$ cat src/rtl/mem_arbiter_if.sv
// rtl/mem_arbiter_if.sv - instruction/data/memory port bundle for mem_arbiter
interface mem_arbiter_if #(
    parameter int AWIDTH = 32,
    parameter int DWIDTH = 32
);
    logic              a_i_isyn;
    logic [AWIDTH-1:0] a_i_iaddr;
    logic              a_o_iack;
    logic [DWIDTH-1:0] a_o_idata;

    logic              a_i_dsyn;
    logic              a_i_dwe;
    logic [AWIDTH-1:0] a_i_daddr;
    logic [DWIDTH-1:0] a_i_dwdata;
    logic [3:0]        a_i_dwsel;
    logic              a_o_dack;
    logic [DWIDTH-1:0] a_o_ddata;

    logic              a_i_flush;

    logic              a_o_msyn;
    logic              a_o_mwe;
    logic [AWIDTH-1:0] a_o_maddr;
    logic [DWIDTH-1:0] a_o_mwdata;
    logic [3:0]        a_o_mwsel;
    logic              a_i_mack;
    logic [DWIDTH-1:0] a_i_mdata;

    logic              a_o_busy;
    logic              a_o_gnt_d;

    modport slave (
        input  a_i_isyn, a_i_iaddr, a_i_dsyn, a_i_dwe, a_i_daddr, a_i_dwdata,
               a_i_dwsel, a_i_flush, a_i_mack, a_i_mdata,
        output a_o_iack, a_o_idata, a_o_dack, a_o_ddata, a_o_msyn, a_o_mwe,
               a_o_maddr, a_o_mwdata, a_o_mwsel, a_o_busy, a_o_gnt_d
    );

    modport master (
        output a_i_isyn, a_i_iaddr, a_i_dsyn, a_i_dwe, a_i_daddr, a_i_dwdata,
               a_i_dwsel, a_i_flush, a_i_mack, a_i_mdata,
        input  a_o_iack, a_o_idata, a_o_dack, a_o_ddata, a_o_msyn, a_o_mwe,
               a_o_maddr, a_o_mwdata, a_o_mwsel, a_o_busy, a_o_gnt_d
    );
endinterface

$ cat src/rtl/mem_arbiter.sv
// rtl/mem_arbiter.sv - data-priority instruction/data memory arbiter with starvation guard
module mem_arbiter #(
    parameter int AWIDTH     = 32,
    parameter int DWIDTH     = 32,
    parameter int STARVE_MAX = 4
) (
    input  logic          a_clk,
    input  logic          a_rst,
    mem_arbiter_if.slave  bus
);
    localparam int CW = ($clog2(STARVE_MAX + 1) > 3) ? $clog2(STARVE_MAX + 1) : 3;
    localparam logic [CW-1:0] STARVE_LIM = CW'(STARVE_MAX);

    typedef enum logic [1:0] {IDLE, BUSY_I, BUSY_D, DROP} state_t;

    state_t            state_q, state_d;
    logic [CW-1:0]     starve_q, starve_d;
    logic              msyn_q, msyn_d;
    logic              mwe_q, mwe_d;
    logic [AWIDTH-1:0] maddr_q, maddr_d;
    logic [DWIDTH-1:0] mwdata_q, mwdata_d;
    logic [3:0]        mwsel_q, mwsel_d;
    logic              iack_q, iack_d;
    logic [DWIDTH-1:0] idata_q, idata_d;
    logic              dack_q, dack_d;
    logic [DWIDTH-1:0] ddata_q, ddata_d;
    logic              busy_q, busy_d;
    logic              gnt_d_q, gnt_d_d;
    logic              starve_force;

    assign starve_force = (starve_q == STARVE_LIM) && bus.a_i_isyn && !bus.a_i_flush;

    always_comb begin
        state_d  = state_q;
        starve_d = starve_q;
        msyn_d   = msyn_q;
        mwe_d    = mwe_q;
        maddr_d  = maddr_q;
        mwdata_d = mwdata_q;
        mwsel_d  = mwsel_q;
        iack_d   = 1'b0;
        idata_d  = idata_q;
        dack_d   = 1'b0;
        ddata_d  = ddata_q;
        gnt_d_d  = gnt_d_q;
        case (state_q)
            IDLE: begin
                if (bus.a_i_dsyn && !starve_force) begin
                    state_d  = BUSY_D;
                    msyn_d   = 1'b1;
                    mwe_d    = bus.a_i_dwe;
                    maddr_d  = bus.a_i_daddr;
                    mwdata_d = bus.a_i_dwdata;
                    mwsel_d  = bus.a_i_dwsel;
                    gnt_d_d  = 1'b1;
                    // Only a waiting instruction fetch counts toward starvation
                    if (!bus.a_i_isyn)
                        starve_d = '0;
                    else if (starve_q != STARVE_LIM)
                        starve_d = starve_q + CW'(1);
                end else if (bus.a_i_isyn && !bus.a_i_flush) begin
                    state_d  = BUSY_I;
                    msyn_d   = 1'b1;
                    mwe_d    = 1'b0;
                    maddr_d  = bus.a_i_iaddr;
                    mwdata_d = '0;
                    mwsel_d  = 4'h0;
                    gnt_d_d  = 1'b0;
                    starve_d = '0;
                end
            end
            BUSY_D: begin
                if (bus.a_i_mack) begin
                    state_d = IDLE;
                    msyn_d  = 1'b0;
                    dack_d  = 1'b1;
                    ddata_d = bus.a_i_mdata;
                end
            end
            BUSY_I: begin
                if (bus.a_i_mack) begin
                    state_d = IDLE;
                    msyn_d  = 1'b0;
                    if (!bus.a_i_flush) begin
                        iack_d  = 1'b1;
                        idata_d = bus.a_i_mdata;
                    end
                end else if (bus.a_i_flush) begin
                    // Memory must still finish the access; its result is dropped
                    state_d = DROP;
                end
            end
            DROP: begin
                if (bus.a_i_mack) begin
                    state_d = IDLE;
                    msyn_d  = 1'b0;
                end
            end
            default: state_d = IDLE;
        endcase
        busy_d = (state_d != IDLE);
    end

    always_ff @(posedge a_clk or negedge a_rst) begin
        if (!a_rst) begin
            state_q  <= IDLE;
            starve_q <= '0;
            msyn_q   <= 1'b0;
            mwe_q    <= 1'b0;
            maddr_q  <= '0;
            mwdata_q <= '0;
            mwsel_q  <= 4'h0;
            iack_q   <= 1'b0;
            idata_q  <= '0;
            dack_q   <= 1'b0;
            ddata_q  <= '0;
            busy_q   <= 1'b0;
            gnt_d_q  <= 1'b0;
        end else begin
            state_q  <= state_d;
            starve_q <= starve_d;
            msyn_q   <= msyn_d;
            mwe_q    <= mwe_d;
            maddr_q  <= maddr_d;
            mwdata_q <= mwdata_d;
            mwsel_q  <= mwsel_d;
            iack_q   <= iack_d;
            idata_q  <= idata_d;
            dack_q   <= dack_d;
            ddata_q  <= ddata_d;
            busy_q   <= busy_d;
            gnt_d_q  <= gnt_d_d;
        end
    end

    assign bus.a_o_msyn   = msyn_q;
    assign bus.a_o_mwe    = mwe_q;
    assign bus.a_o_maddr  = maddr_q;
    assign bus.a_o_mwdata = mwdata_q;
    assign bus.a_o_mwsel  = mwsel_q;
    assign bus.a_o_iack   = iack_q;
    assign bus.a_o_idata  = idata_q;
    assign bus.a_o_dack   = dack_q;
    assign bus.a_o_ddata  = ddata_q;
    assign bus.a_o_busy   = busy_q;
    assign bus.a_o_gnt_d  = gnt_d_q;
endmodule
$ cat src/flat_wrapper.sv
// flat-port wrapper written by rule: the top's interface ports become plain ports
module mem_arbiter_flat 
#(
    parameter int AWIDTH     = 32,
    parameter int DWIDTH     = 32,
    parameter int STARVE_MAX = 4
)
  (a_clk, a_rst, bus_a_i_isyn, bus_a_i_iaddr, bus_a_i_dsyn, bus_a_i_dwe, bus_a_i_daddr, bus_a_i_dwdata, bus_a_i_dwsel, bus_a_i_flush, bus_a_i_mack, bus_a_i_mdata, bus_a_o_iack, bus_a_o_idata, bus_a_o_dack, bus_a_o_ddata, bus_a_o_msyn, bus_a_o_mwe, bus_a_o_maddr, bus_a_o_mwdata, bus_a_o_mwsel, bus_a_o_busy, bus_a_o_gnt_d);
  mem_arbiter_if #(.AWIDTH(AWIDTH), .DWIDTH(DWIDTH)) bus_i ();
  input  logic a_clk;
  input  logic a_rst;
  input wire logic [$bits(bus_i.a_i_isyn)-1:0] bus_a_i_isyn;
  input wire logic [$bits(bus_i.a_i_iaddr)-1:0] bus_a_i_iaddr;
  input wire logic [$bits(bus_i.a_i_dsyn)-1:0] bus_a_i_dsyn;
  input wire logic [$bits(bus_i.a_i_dwe)-1:0] bus_a_i_dwe;
  input wire logic [$bits(bus_i.a_i_daddr)-1:0] bus_a_i_daddr;
  input wire logic [$bits(bus_i.a_i_dwdata)-1:0] bus_a_i_dwdata;
  input wire logic [$bits(bus_i.a_i_dwsel)-1:0] bus_a_i_dwsel;
  input wire logic [$bits(bus_i.a_i_flush)-1:0] bus_a_i_flush;
  input wire logic [$bits(bus_i.a_i_mack)-1:0] bus_a_i_mack;
  input wire logic [$bits(bus_i.a_i_mdata)-1:0] bus_a_i_mdata;
  output wire logic [$bits(bus_i.a_o_iack)-1:0] bus_a_o_iack;
  output wire logic [$bits(bus_i.a_o_idata)-1:0] bus_a_o_idata;
  output wire logic [$bits(bus_i.a_o_dack)-1:0] bus_a_o_dack;
  output wire logic [$bits(bus_i.a_o_ddata)-1:0] bus_a_o_ddata;
  output wire logic [$bits(bus_i.a_o_msyn)-1:0] bus_a_o_msyn;
  output wire logic [$bits(bus_i.a_o_mwe)-1:0] bus_a_o_mwe;
  output wire logic [$bits(bus_i.a_o_maddr)-1:0] bus_a_o_maddr;
  output wire logic [$bits(bus_i.a_o_mwdata)-1:0] bus_a_o_mwdata;
  output wire logic [$bits(bus_i.a_o_mwsel)-1:0] bus_a_o_mwsel;
  output wire logic [$bits(bus_i.a_o_busy)-1:0] bus_a_o_busy;
  output wire logic [$bits(bus_i.a_o_gnt_d)-1:0] bus_a_o_gnt_d;
  assign bus_i.a_i_isyn = bus_a_i_isyn;
  assign bus_i.a_i_iaddr = bus_a_i_iaddr;
  assign bus_i.a_i_dsyn = bus_a_i_dsyn;
  assign bus_i.a_i_dwe = bus_a_i_dwe;
  assign bus_i.a_i_daddr = bus_a_i_daddr;
  assign bus_i.a_i_dwdata = bus_a_i_dwdata;
  assign bus_i.a_i_dwsel = bus_a_i_dwsel;
  assign bus_i.a_i_flush = bus_a_i_flush;
  assign bus_i.a_i_mack = bus_a_i_mack;
  assign bus_i.a_i_mdata = bus_a_i_mdata;
  assign bus_a_o_iack = bus_i.a_o_iack;
  assign bus_a_o_idata = bus_i.a_o_idata;
  assign bus_a_o_dack = bus_i.a_o_dack;
  assign bus_a_o_ddata = bus_i.a_o_ddata;
  assign bus_a_o_msyn = bus_i.a_o_msyn;
  assign bus_a_o_mwe = bus_i.a_o_mwe;
  assign bus_a_o_maddr = bus_i.a_o_maddr;
  assign bus_a_o_mwdata = bus_i.a_o_mwdata;
  assign bus_a_o_mwsel = bus_i.a_o_mwsel;
  assign bus_a_o_busy = bus_i.a_o_busy;
  assign bus_a_o_gnt_d = bus_i.a_o_gnt_d;
  mem_arbiter #(.AWIDTH(AWIDTH), .DWIDTH(DWIDTH), .STARVE_MAX(STARVE_MAX)) u_core (.a_clk(a_clk), .a_rst(a_rst), .bus(bus_i));
endmodule
$ cat config.mk
export PLATFORM = sky130hd
export DESIGN_NAME = mem_arbiter_flat
export DESIGN_NICKNAME = d
export VERILOG_FILES = /design/src/rtl/mem_arbiter_if.sv /design/src/rtl/mem_arbiter.sv /design/src/flat_wrapper.sv
export SDC_FILE = /design/constraint.sdc
export NUM_CORES = 1
export LEC_CHECK = 0
export CAP_MARGIN = 20
export CORE_MARGIN = 1.5
export CORE_UTILIZATION = 25
export DETAILED_ROUTE_END_ITERATION = 8
export HOLD_SLACK_MARGIN = 0.1
export PLACE_DENSITY = 0.54
export SLEW_MARGIN = 20
export SYNTH_ARGS = -nofsm -noshare
export SYNTH_HDL_FRONTEND = slang
export SYNTH_SLANG_ARGS = --single-unit
export TNS_END_PERCENT = 20
$ cat constraint.sdc
create_clock -name a_clk -period 2.2 [get_ports a_clk]
set_clock_uncertainty 0.1 [all_clocks]
set_input_delay 0.22 -clock a_clk [delete_from_list [all_inputs] [get_ports a_clk]]
set_output_delay 0.22 -clock a_clk [all_outputs]
set_load 0.01 [all_outputs]
==> results of run 1 <==
[sequential cells by signal, summed over array words and instances (netlist names)]
| name | cells |
|---|---|
| u_core.bus.a_o_busy | 1 |
| u_core.bus.a_o_dack | 1 |
| u_core.bus.a_o_ddata | 32 |
| u_core.bus.a_o_gnt_d | 1 |
| u_core.bus.a_o_iack | 1 |
| u_core.bus.a_o_idata | 32 |
| u_core.bus.a_o_maddr | 32 |
| u_core.bus.a_o_msyn | 1 |
| u_core.bus.a_o_mwdata | 32 |
| u_core.bus.a_o_mwe | 1 |
| u_core.bus.a_o_mwsel | 4 |
| u_core.starve_q | 3 |
| u_core.state_q | 2 |
[metrics by stage]
step / power (mW) / hold slack (ns) / std cells
2_1_floorplan: 5.953 / -0.1756 / 458
3_5_place_dp: 8.786 / 0.1530 / 1024
5_1_grt: 12.29 / 0.2592 / 1057
4_1_cts: 11.77 / 0.2445 / 1057
6_report: 11.58 / 0.2678 / 1057
3_3_place_gp: 8.687 / 0.1423 / 1024
[cells in the final DEF (no fill, tap or decap), types with 3 or more instances in the layout]
cell type,n
buf_12,7
clkdlybuf4s50_1,275
mux2_2,63
and3_1,32
a221o_1,32
buf_4,6
nand2_1,43
nand3_1,38
inv_6,3
clkbuf_16,17
inv_1,5
dfrtp_1,143
inv_8,3
o21ai_0,33
clkinvlp_4,3
o21ai_1,9
[worst max-delay path, delay by kind of cell, from the launching register on]
family	cells	cell delay, ns
AND/OR/NAND/NOR	1	0.26
AO/OA/AOI/OAI	2	0.67
buffers and inverters	1	0.06
flip-flops	1	0.40
adder cells (fa/ha/maj)	1	0.28
[area by class of cell]
type,instances,share of cell area [%]
multi-input cells,274,21.34
well taps,313,4.086
clock inverters,14,1.580
flip-flops and latches,143,37.34
inverters,5,0.1958
clock buffers,18,4.582
repair buffers,290,30.87
[report_power, final]
part | switching [mW] | internal, mW | total [mW]
clock network | 1.26 | 1.63 | 2.89
registers | 0.596 | 3.66 | 4.26
logic | 1.72 | 2.71 | 4.43
total | 3.58 | 8.00 | 11.6
[repair_timing]
action,in CTS,in global routing
endpoints found under the hold margin,143,0
hold buffers,1,0
resized for setup,0,0
[cells by family after synthesis]
| logic type | after synthesis | share of synthesized area (%) |
|---|---|---|
| DFF | 143 | 61.15 |
| adders and majority gates | 2 | 0.4276 |
| buffers and inverters | 41 | 4.105 |
| AOI/OAI and AO/OA | 82 | 10.11 |
| and+or+nand+nor | 125 | 11.70 |
| muxes | 65 | 12.51 |
[layer usage]
layer	global-route usage [%]	up-vias	wire, um	share of wire (%)
met1	17.17	2327	7208	41
met4	4.762	0	240	1.4
met3	5.056	18	1469	8.4
met5	0	-	0	0
met2	24.95	193	8634	49
li1	-	2221	-	-
[how the worst max path moves through the flow]
stage	startpoint	to	cells after the start
after global placement	bus_a_i_dsyn	u_core.bus.a_o_maddr[1]	4
final	u_core.starve_q[0]	u_core.bus.a_o_maddr[1]	5
after floorplan	u_core.starve_q[0]	u_core.bus.a_o_maddr[0]	7
after detailed placement	bus_a_i_isyn	u_core.bus.a_o_mwdata[19]	5
after global routing	u_core.starve_q[0]	u_core.bus.a_o_maddr[28]	5
after CTS	u_core.starve_q[0]	u_core.bus.a_o_maddr[1]	5
==> results.tsv, run 1 <==
stage	metric	value	unit
cells_and_area	fin_util	42.08	%
floorplanning	die_area	24330	um2
worst_setup_path	worstReg2RegStart	u_core.starve_q[0]	
clock_network	postCtsSetupRepairBufs	0	
logic_synthesis	post_synth_num_cell_types	33	
floorplanning	std_cell_rows	55	
power_and_ir_drop	power.leakage	4.099	nW
cells_and_area	nFillCells	2100	
logic_synthesis	synth_flop_cell	dfrtp_1	
sta	final_critical_path_setup_slack	0.2918	ns
sta	max_slew.worst_pin.slew	0.5301	ns
hold_path	endpoint_of_the_worst_hold_path	u_core.bus.a_o_mwdata[22]	
sta	unrepaired_setup_endpoints_after_global_routing	no	
clock_network	clock-sinks	143	
logic_synthesis	post_synth_main_area_contributors	dfrtp_1, mux2_2, a221o_1	
cells_and_area	nets	872	
hold_path	min_path_type	primary input to flop	
place	dpl_cell_area	8984	um2
cells_and_area	area.sequential	3578	um2
clock_network	numCtsBuffers	17	
grt	globalRouteOverflowTotal	0	
worst_setup_path	timing.critical_path.slowest_stage_cell	dfrtp_1	
clock_network	clock_insertion_delay_worst_skew	0.41	ns
power_and_ir_drop	worst_ir_drop_vdd	0.5336	mV
cells_and_area	multi_input_area	2046	um2
routing	detailedRoute.firstIterationViolations	194	
routing	route.antenna.remaining_nets	0	
logic_synthesis	synth.net_count	599	
routing	dr_total_vias	4759	
place	place.port_buffers	276	
logic_synthesis	synth.largest_area_cell	dfrtp_1	
floorplanning	die_x	156.0	um
place	detailedPlace.worstSlack	0.1579	ns
floorplanning	floorplan.initialDensity	25.69	%
worst_setup_path	worst-path-max-fanout	33	
sta	timing.final.max_slew_violations	0	
grt	global_route.usage.total	14.63	%
clock_network	cts.reportedPaths.clkPinSlew	0.07	ns
worst_setup_path	cpPeakStageDelay	0.40	ns
place	gp_congestion	0.7514	
routing	vias_per_cell	4.502	
routing	routed_wire_length_per_instance	16.61	um
routing	route.final.wire_length	17550	um
clock_network	tritoncts	yes	
cells_and_area	diodes	0	
routing	dr.pass1.iters	5	
logic_synthesis	yosys_warnings	0	
sta	post-route-period-util	86.74	%
sta	final.setup.tns	0	ns
logic_synthesis	netlist_area	5852	um2
hold_path	worstHoldPathCells	3	
logic_synthesis	ys_seq_elements	143	
worst_setup_path	setup.worst_path.class	flop to flop	
hold_path	holdCritStartpoint	bus_a_i_dwdata[22]	
sta	timing.slew.headroom	64.66	%
cells_and_area	drive_above_1_share	15.86	%
grt	grt_pass1_wl	27780	um
logic_synthesis	synth.most_common_cell	dfrtp_1	
logic_synthesis	syn_avg_cell_area	12.78	um2
clock_network	cts_max_level	4	
worst_setup_path	startpoint_type	flop	
sta	finalCriticalPeriod	1.908	ns
logic_synthesis	ys_async_sr_fraction	100.0	%
clock_network	cts.path.max_buffers	2	
logic_synthesis	top_post_synthesis_cells_by_count	dfrtp_1, mux2_2, nand2_1	
sta	timing.final.setup_violations	0	
place	dp_hpwl	12210	um
floorplanning	die_height	156.0	um
worst_setup_path	cp-end-kind	flop	
worst_setup_path	reg2regPathDepth	5	
sta	final-hold-violation-count	0	
logic_synthesis	synth_top_cell_area_share	61.15	%
power_and_ir_drop	cellPowerDensity	1208	nW/um2
grt	maximum_number_of_pins_on_one_net_before_global_route_repair	78	
worst_setup_path	reg2reg_setup_slack	0.29	ns
job	cap_viol_max_count	0	
run_status	result_of_the_run	finished clean	
routing	drt_drc_violations_left	0	
grt	antenna_found_initial	0	
worst_setup_path	cp.required	2.39	ns
logic_synthesis	synth_edf_count	0	
worst_setup_path	cp_data_arrival_time	2.10	ns
grt	grt_pass1_vias	5104	
worst_setup_path	crit_chain	inv_1 -> ha_1 -> a21bo_2 -> and3_1 -> a221o_1	
logic_synthesis	synth-seq-area-share	61.15	%
floorplanning	boundaryPins	277	
sta	fmax	0.5241	GHz
cells_and_area	synthToLayoutAreaGrowth	63.78	%
floorplanning	coreArea	22780	um2
clock_network	master_cell_of_the_clock_root_buffer	clkbuf_16	
worst_setup_path	timing.rr.end	u_core.bus.a_o_maddr[1]	
logic_synthesis	post_synth_inst_count	458	
cells_and_area	final_cell_area	9584	um2
(Power assumes the default switching activity.)
==> inputs of run 2 (changes only) <==
MAX_ROUTING_LAYER = met4   (was unset)
==> run 2 against run 1 <==
  * Via count about the same
  * Sequential share of layout area is the same
  * Core utilization unchanged
  * Clock power barely moved
  * Worst setup slack worse by 0.0032 ns
  * Sequential power hardly changed
  * Total power hardly changed
  * Wire length grew 0.28%
  * First-iteration DRC count is 3.1% higher
  * Global-route usage grew 0.43 points
  * Cell area is the same
  * Hold slack got worse by 0.0016 ns
  * Critical path type unchanged
  * Critical endpoint unchanged
  * Highest routed layer unchanged
==> results.tsv, run 2 (synthesis gave the netlist of run 1 again) <==
stage	metric	value	unit	change
sta	timing.final.setup_violations	0		unchanged
worst_setup_path	worstReg2RegStart	u_core.starve_q[0]		
worst_setup_path	cp-end-kind	flop		
worst_setup_path	crit_chain	inv_1 -> ha_1 -> a21bo_2 -> and3_1 -> a221o_1		
grt	grt_pass1_vias	5118		+0.27%
floorplanning	die_area	24330	um2	unchanged
power_and_ir_drop	cellPowerDensity	1209	nW/um2	about the same
cells_and_area	diodes	0		unchanged
run_status	result_of_the_run	finished clean		
power_and_ir_drop	worst_ir_drop_vdd	0.5345	mV	+0.15%
cells_and_area	drive_above_1_share	15.86	%	unchanged
clock_network	cts.path.max_buffers	2		unchanged
power_and_ir_drop	seqPwrFrac	36.8	%	about the same
clock_network	clock_insertion_delay_worst_skew	0.41	ns	about the same
cells_and_area	nFillCells	2100		unchanged
floorplanning	die_x	156.0	um	unchanged
routing	drt_drc_violations_left	0		unchanged
worst_setup_path	timing.critical_path.slowest_stage_cell	dfrtp_1		
clock_network	cts.reportedPaths.clkPinSlew	0.07	ns	about the same
floorplanning	std_cell_rows	55		unchanged
clock_network	master_cell_of_the_clock_root_buffer	clkbuf_16		
place	place.port_buffers	276		unchanged
hold_path	min_path_type	primary input to async pin		
floorplanning	die_height	156.0	um	unchanged
routing	dr_total_vias	4755		-0.084%
sta	final-hold-violation-count	0		unchanged
place	gp_congestion	0.7610		+1.3%
worst_setup_path	startpoint_type	flop		
job	cap_viol_max_count	0		unchanged
cells_and_area	fin_util	42.08	%	unchanged
power_and_ir_drop	total_power	11.58	mW	about the same
sta	timing.final.max_slew_violations	0		unchanged
sta	unrepaired_setup_endpoints_after_global_routing	no		
clock_network	clock-sinks	143		unchanged
floorplanning	floorplan.initialDensity	25.69	%	unchanged
sta	timing.slew.headroom	63.94	%	-0.72 points
cells_and_area	most_common_library_cell_in_the_layout_ignoring_fill_and_taps	clkdlybuf4s50_1		
cells_and_area	final_cell_area	9584	um2	unchanged
grt	maximum_number_of_pins_on_one_net_before_global_route_repair	78		unchanged
grt	global_route.usage.total	15.06	%	+0.43 points
floorplanning	boundaryPins	277		unchanged
worst_setup_path	cp_data_arrival_time	2.10	ns	about the same
power_and_ir_drop	power_share_of_the_combinational_group	38.3	%	about the same
routing	route.final.wire_length	17600	um	+0.28%
grt	grt_pass1_wl	27790	um	about the same
sta	final.setup.tns	0	ns	unchanged
power_and_ir_drop	cellInternalPower	7.999	mW	about the same
place	dpl_cell_area	8984	um2	unchanged
worst_setup_path	worst_setup_path_start	u_core.starve_q[0]		
power_and_ir_drop	netSwitchingPower	3.584	mW	+0.17%
clock_network	numCtsBuffers	17		unchanged
sta	max_slew.worst_pin.slew	0.5409	ns	+0.01086 ns
routing	dr.pass1.iters	4		-1
sta	fmax	0.5232	GHz	-0.17%
clock_network	cts.repair.resized	0		unchanged
power_and_ir_drop	power.leakage	4.099	nW	unchanged
routing	vias_per_cell	4.499		about the same
routing	detailedRoute.firstIterationViolations	200		+3.1%
grt	antenna_found_initial	0		unchanged
routing	route.antenna.remaining_nets	0		unchanged
sta	post-route-period-util	86.88	%	+0.15 points
worst_setup_path	cp.required	2.39	ns	about the same
worst_setup_path	reg2regPathDepth	5		unchanged
power_and_ir_drop	switching_share	30.94	%	+0.037 points
sta	whs	0.2662	ns	-0.001566 ns
worst_setup_path	reg2reg_setup_slack	0.29	ns	about the same
cells_and_area	mostFrequentLayoutCells	clkdlybuf4s50_1, dfrtp_1, mux2_2		
power_and_ir_drop	power.clock.fraction	24.9	%	about the same
routing	routed_wire_length_per_instance	16.65	um	+0.28%
worst_setup_path	cpPeakStageDelay	0.40	ns	about the same
clock_network	tritoncts	yes		
sta	finalCriticalPeriod	1.911	ns	+0.003197 ns
worst_setup_path	worst-path-max-fanout	33		unchanged
worst_setup_path	cp-endpoint	u_core.bus.a_o_maddr[1]		
clock_network	cts_max_level	4		unchanged
cells_and_area	nets	872		unchanged
place	dp_hpwl	12210	um	unchanged
grt	globalRouteOverflowTotal	0		unchanged
worst_setup_path	timing.rr.end	u_core.bus.a_o_maddr[1]		
floorplanning	coreArea	22780	um2	unchanged
cells_and_area	synthToLayoutAreaGrowth	63.78	%	unchanged
worst_setup_path	setup.worst_path.class	flop to flop		
run 2: area by class of cell:
| class | instances | area (um2) | share of cell area (%) |
|---|---|---|---|
| sequential | 143 | 3578 | 37.34 |
| tap | 313 | 391.6 | 4.086 |
| timing repair buffer | 290 | 2959 | 30.87 |
| multi-input combinational | 274 | 2046 | 21.34 |
| clock buffer | 18 | 439.2 | 4.582 |
| inverter | 5 | 18.77 | 0.1958 |
| clock inverter | 14 | 151.4 | 1.580 |
run 2: what timing repair did:
item | CTS | global route
setup buffers | 0 | 0
hold endpoints to repair | 143 | 0
hold buffers | 1 | 0
run 2: layer usage:
metal  routed length, um  global-route usage [%]  share of wire, %
met5                   0                       -                 0
met4                 236                   4.762               1.3
met3                1316                   4.361               7.5
met2                8725                   24.91                50
met1                7323                   17.64                42
run 2: how the worst min path moves through the flow:
stage | depth (start not counted) | endpoint | start | slack [ns]
floorplan | 0 | u_core.bus.a_o_busy | a_rst | -0.18
global placement | 2 | u_core.bus.a_o_mwdata[22] | a_rst | 0.14
detailed placement | 2 | u_core.bus.a_o_mwdata[22] | a_rst | 0.15
CTS | 3 | u_core.bus.a_o_mwdata[8] | bus_a_i_dwdata[8] | 0.24
global route | 3 | u_core.bus.a_o_mwdata[28] | bus_a_i_dwdata[28] | 0.26
finish | 3 | u_core.bus.a_o_mwdata[23] | a_rst | 0.27
run 2: worst max-delay path, delay by kind of cell, from the launching register on:
| family | cells | cell delay (ns) |
|---|---|---|
| AND/OR/NAND/NOR | 1 | 0.27 |
| flip-flops | 1 | 0.40 |
| AO/OA/AOI/OAI | 2 | 0.67 |
| adder cells (fa/ha/maj) | 1 | 0.28 |
| buffers and inverters | 1 | 0.06 |
run 2: power by group through the flow:
| stage | Combinational [mW] | Sequential, mW | Clock, mW |
|---|---|---|---|
| 6_report | 4.44 | 4.26 | 2.89 |
| 5_1_grt | 4.75 | 4.41 | 3.14 |
| 4_1_cts | 4.50 | 4.27 | 3.00 |
| 3_5_place_dp | 4.49 | 4.29 | 0 |
| 3_3_place_gp | 4.43 | 4.26 | 0 |
| 2_1_floorplan | 1.25 | 4.70 | 0 |
run 2: per-stage QoR:
step	worst slack, ns	std cells
final	0.2886	1057
after global routing	0.2223	1057
after CTS	0.2831	1057
after detailed placement	0.1579	1024
after global placement	0.1929	1024
after floorplan	0.4424	458
==> inputs of run 3 (changes only) <==
DONT_BUFFER_PORTS = 1   (was unset)
MAX_ROUTING_LAYER = unset   (was met4)
PLACE_DENSITY = 0.39   (was 0.54)
==> run 3 against run 2 <==
  * The run now ends with negative hold slack left
  * First-iteration DRC count is 25% higher
  * Cell area down 15%
  * Sequential power increased by 17%
  * Worst setup slack lost 0.12 ns
  * Maximum frequency decreased by 5.8%
  * Sequential cell count stayed put
  * Sequential share of layout area up 6.7 points
  * Clock-buffer cell count is 1 higher
  * Die area unchanged
  * Global-route usage decreased by 1.4 points
==> results.tsv, run 3 (synthesis gave the netlist of run 1 again) <==
stage	metric	value	unit	change
cells_and_area	nets	731		-16%
clock_network	cts_max_level	4		unchanged
worst_setup_path	reg2reg_setup_slack	0.17	ns	-0.12 ns
routing	route.antenna.remaining_nets	0		unchanged
worst_setup_path	cp_data_arrival_time	2.22	ns	+0.12 ns
floorplanning	die_area	24330	um2	unchanged
routing	route.final.wire_length	16700	um	-5.1%
cells_and_area	fin_util	35.70	%	-6.4 points
job	cap_viol_max_count	0		unchanged
sta	post-route-period-util	92.25	%	+5.4 points
floorplanning	floorplan.initialDensity	25.69	%	unchanged
clock_network	master_cell_of_the_clock_root_buffer	clkbuf_16		
grt	maximum_number_of_pins_on_one_net_before_global_route_repair	144		+85%
worst_setup_path	timing.critical_path.buf_inv	2		+1
power_and_ir_drop	worst_ir_drop_vdd	0.4847	mV	-9.3%
clock_network	hold_buffers	137		+136
worst_setup_path	startpoint_type	flop		
clock_network	cts.path.max_buffers	2		unchanged
sta	final-hold-violation-count	143		+143
grt	global_route.usage.total	13.66	%	-1.4 points
sta	finalCriticalPeriod	2.030	ns	+0.1181 ns
worst_setup_path	cp.required	2.39	ns	about the same
place	place.port_buffers	0		-100%
clock_network	tritoncts	yes		
clock_network	postCtsSetupRepairBufs	0		unchanged
floorplanning	boundaryPins	277		unchanged
floorplanning	die_height	156.0	um	unchanged
cells_and_area	mostFrequentLayoutCells	dfrtp_1, dlygate4sd3_1, mux2_2		
worst_setup_path	timing.critical_path.slowest_stage_cell	dfrtp_1		
routing	drt_drc_violations_left	0		unchanged
sta	timing.slew.headroom	62.98	%	-0.96 points
floorplanning	coreArea	22780	um2	unchanged
power_and_ir_drop	cellPowerDensity	1183	nW/um2	-2.1%
routing	dr.pass1.iters	6		+2
routing	dr_total_vias	4312		-9.3%
power_and_ir_drop	seqPwrFrac	51.7	%	+15 points
power_and_ir_drop	switching_share	33.65	%	+2.7 points
run_status	violations_in_the_final_reports	negative hold slack		
grt	gr_layer_usage_met2	23.92	%	-0.99 points
worst_setup_path	setup.worst_path.class	flop to flop		
power_and_ir_drop	power.clock.fraction	30.7	%	+5.8 points
place	dp_hpwl	9908	um	-19%
place	gp_congestion	0.7280		-4.3%
cells_and_area	synthToLayoutAreaGrowth	38.98	%	
clock_network	cts.reportedPaths.clkPinSlew	0.06	ns	about the same
hold_path	min_path_type	primary input to async pin		
grt	grt_pass1_vias	4657		-9.0%
grt	grt_pass1_wl	25390	um	-8.6%
routing	vias_per_cell	4.702		+4.5%
clock_network	clock-sinks	143		unchanged
cells_and_area	drive_above_1_share	19.07	%	+3.2 points
worst_setup_path	crit_chain	inv_1 -> ha_1 -> buf_4 -> a21bo_2 -> and3_1 -> a221o_1		
sta	fmax	0.4927	GHz	-5.8%
grt	globalRouteOverflowTotal	0		unchanged
routing	detailedRoute.firstIterationViolations	249		+25%
sta	timing.final.max_slew_violations	0		unchanged
sta	unrepaired_setup_endpoints_after_global_routing	no		
cells_and_area	final_cell_area	8133	um2	-15%
grt	grt_busiest_layer	met2		
cells_and_area	most_common_library_cell_in_the_layout_ignoring_fill_and_taps	dfrtp_1		
clock_network	numCtsBuffers	17		unchanged
power_and_ir_drop	netSwitchingPower	3.237	mW	-9.7%
power_and_ir_drop	cellInternalPower	6.384	mW	-20%
grt	global_route.usage.met1	15.08	%	-2.6 points
power_and_ir_drop	power_share_of_the_combinational_group	17.6	%	-21 points
floorplanning	die_x	156.0	um	unchanged
grt	met3_layer_usage_reported_by_global_route	3.972	%	-0.39 points
power_and_ir_drop	power.leakage	3.589	nW	-12%
sta	final.setup.tns	0	ns	unchanged
worst_setup_path	cpPeakStageDelay	0.40	ns	about the same
worst_setup_path	critical-path-top-delay-family	compound AO/OA/AOI/OAI gates		
sta	max_slew.worst_pin.slew	0.5553	ns	+0.01436 ns
run_status	result_of_the_run	finished with violations		
sta	whs	-0.6042	ns	-0.8705 ns
routing	routed_wire_length_per_instance	18.21	um	+9.4%
place	dpl_cell_area	6162	um2	-31%
worst_setup_path	worst-path-max-fanout	33		unchanged
grt	antenna_found_initial	1		+1
clock_network	clock_insertion_delay_worst_skew	0.41	ns	about the same
worst_setup_path	cp-end-kind	flop		
floorplanning	std_cell_rows	55		unchanged
sta	timing.final.setup_violations	0		unchanged
==> run 3: cell count changes in the layout (fill, tap and decap cells not counted), moves of 2 or more <==
cell	change
buf_12	-4
buf_4	+3
clkdlybuf4s50_1	-275
dlygate4sd3_1	+136
inv_6	+2
inv_8	-2
==> run 3: routing by layer <==
metal	up-vias	part of all wire, %	routed length (um)
li1	1933	-	-
met4	0	2.7	446
met5	-	0	0
met3	29	7.1	1179
met2	203	51	8492
met1	2147	39	6580
==> run 3: area by class of cell <==
class,count,area [um2]
diodes,1,2.502
inverters,5,18.77
repair buffers,149,1499
well taps,313,391.6
fillers,2195,14650
clock buffers,19,442.9
clock inverters,13,152.6
flip-flops and latches,143,3578
multi-input cells,274,2047
==> run 3: repair_timing <==
action,4_1_cts,5_1_grt
resized for setup,0,1
endpoints found under the setup margin,0,29
endpoints found under the hold margin,285,143
==> run 3: worst register-to-register path, cell delays in order, from the launching register on <==
cell	delay (ns)
dfrtp_1	0.40
inv_1	0.06
ha_1	0.24
buf_4	0.16
a21bo_2	0.37
and3_1	0.31
a221o_1	0.27
==> run 3: final timing paths <==
path	startpoint	to	cells after the start
setup / recovery	u_core.starve_q[0]	u_core.bus.a_o_maddr[26]	6
hold / removal	a_rst	u_core.bus.a_o_ddata[15]	0
setup reg to reg	u_core.starve_q[0]	u_core.bus.a_o_maddr[26]	6
hold reg to reg	u_core.starve_q[0]	u_core.starve_q[0]	1
max in group asynchronous	a_rst	u_core.bus.a_o_maddr[31]	0
min in group a_clk	bus_a_i_dsyn	u_core.bus.a_o_busy	3
==> run 3: stage by stage <==
stage	total power [mW]	hold slack [ns]	worst slack, ns	instances
after floorplan	5.953	-0.1756	0.4424	458
after global placement	6.471	-0.1724	0.1298	747
after global routing	10.17	-0.6386	0.1166	917
after detailed placement	6.521	-0.1732	0.03931	747
after CTS	9.740	-0.6262	0.03105	916
final	9.621	-0.6042	0.1705	917
==> run 3: power groups by stage <==
| stage | combinational (mW) | clock [mW] | sequential [mW] |
|---|---|---|---|
| 2_1_floorplan | 1.25 | 0 | 4.70 |
| 3_3_place_gp | 1.43 | 0 | 5.05 |
| 3_5_place_dp | 1.51 | 0 | 5.02 |
| 4_1_cts | 1.70 | 3.05 | 4.99 |
| 5_1_grt | 1.88 | 3.20 | 5.10 |
| 6_report | 1.70 | 2.95 | 4.97 |
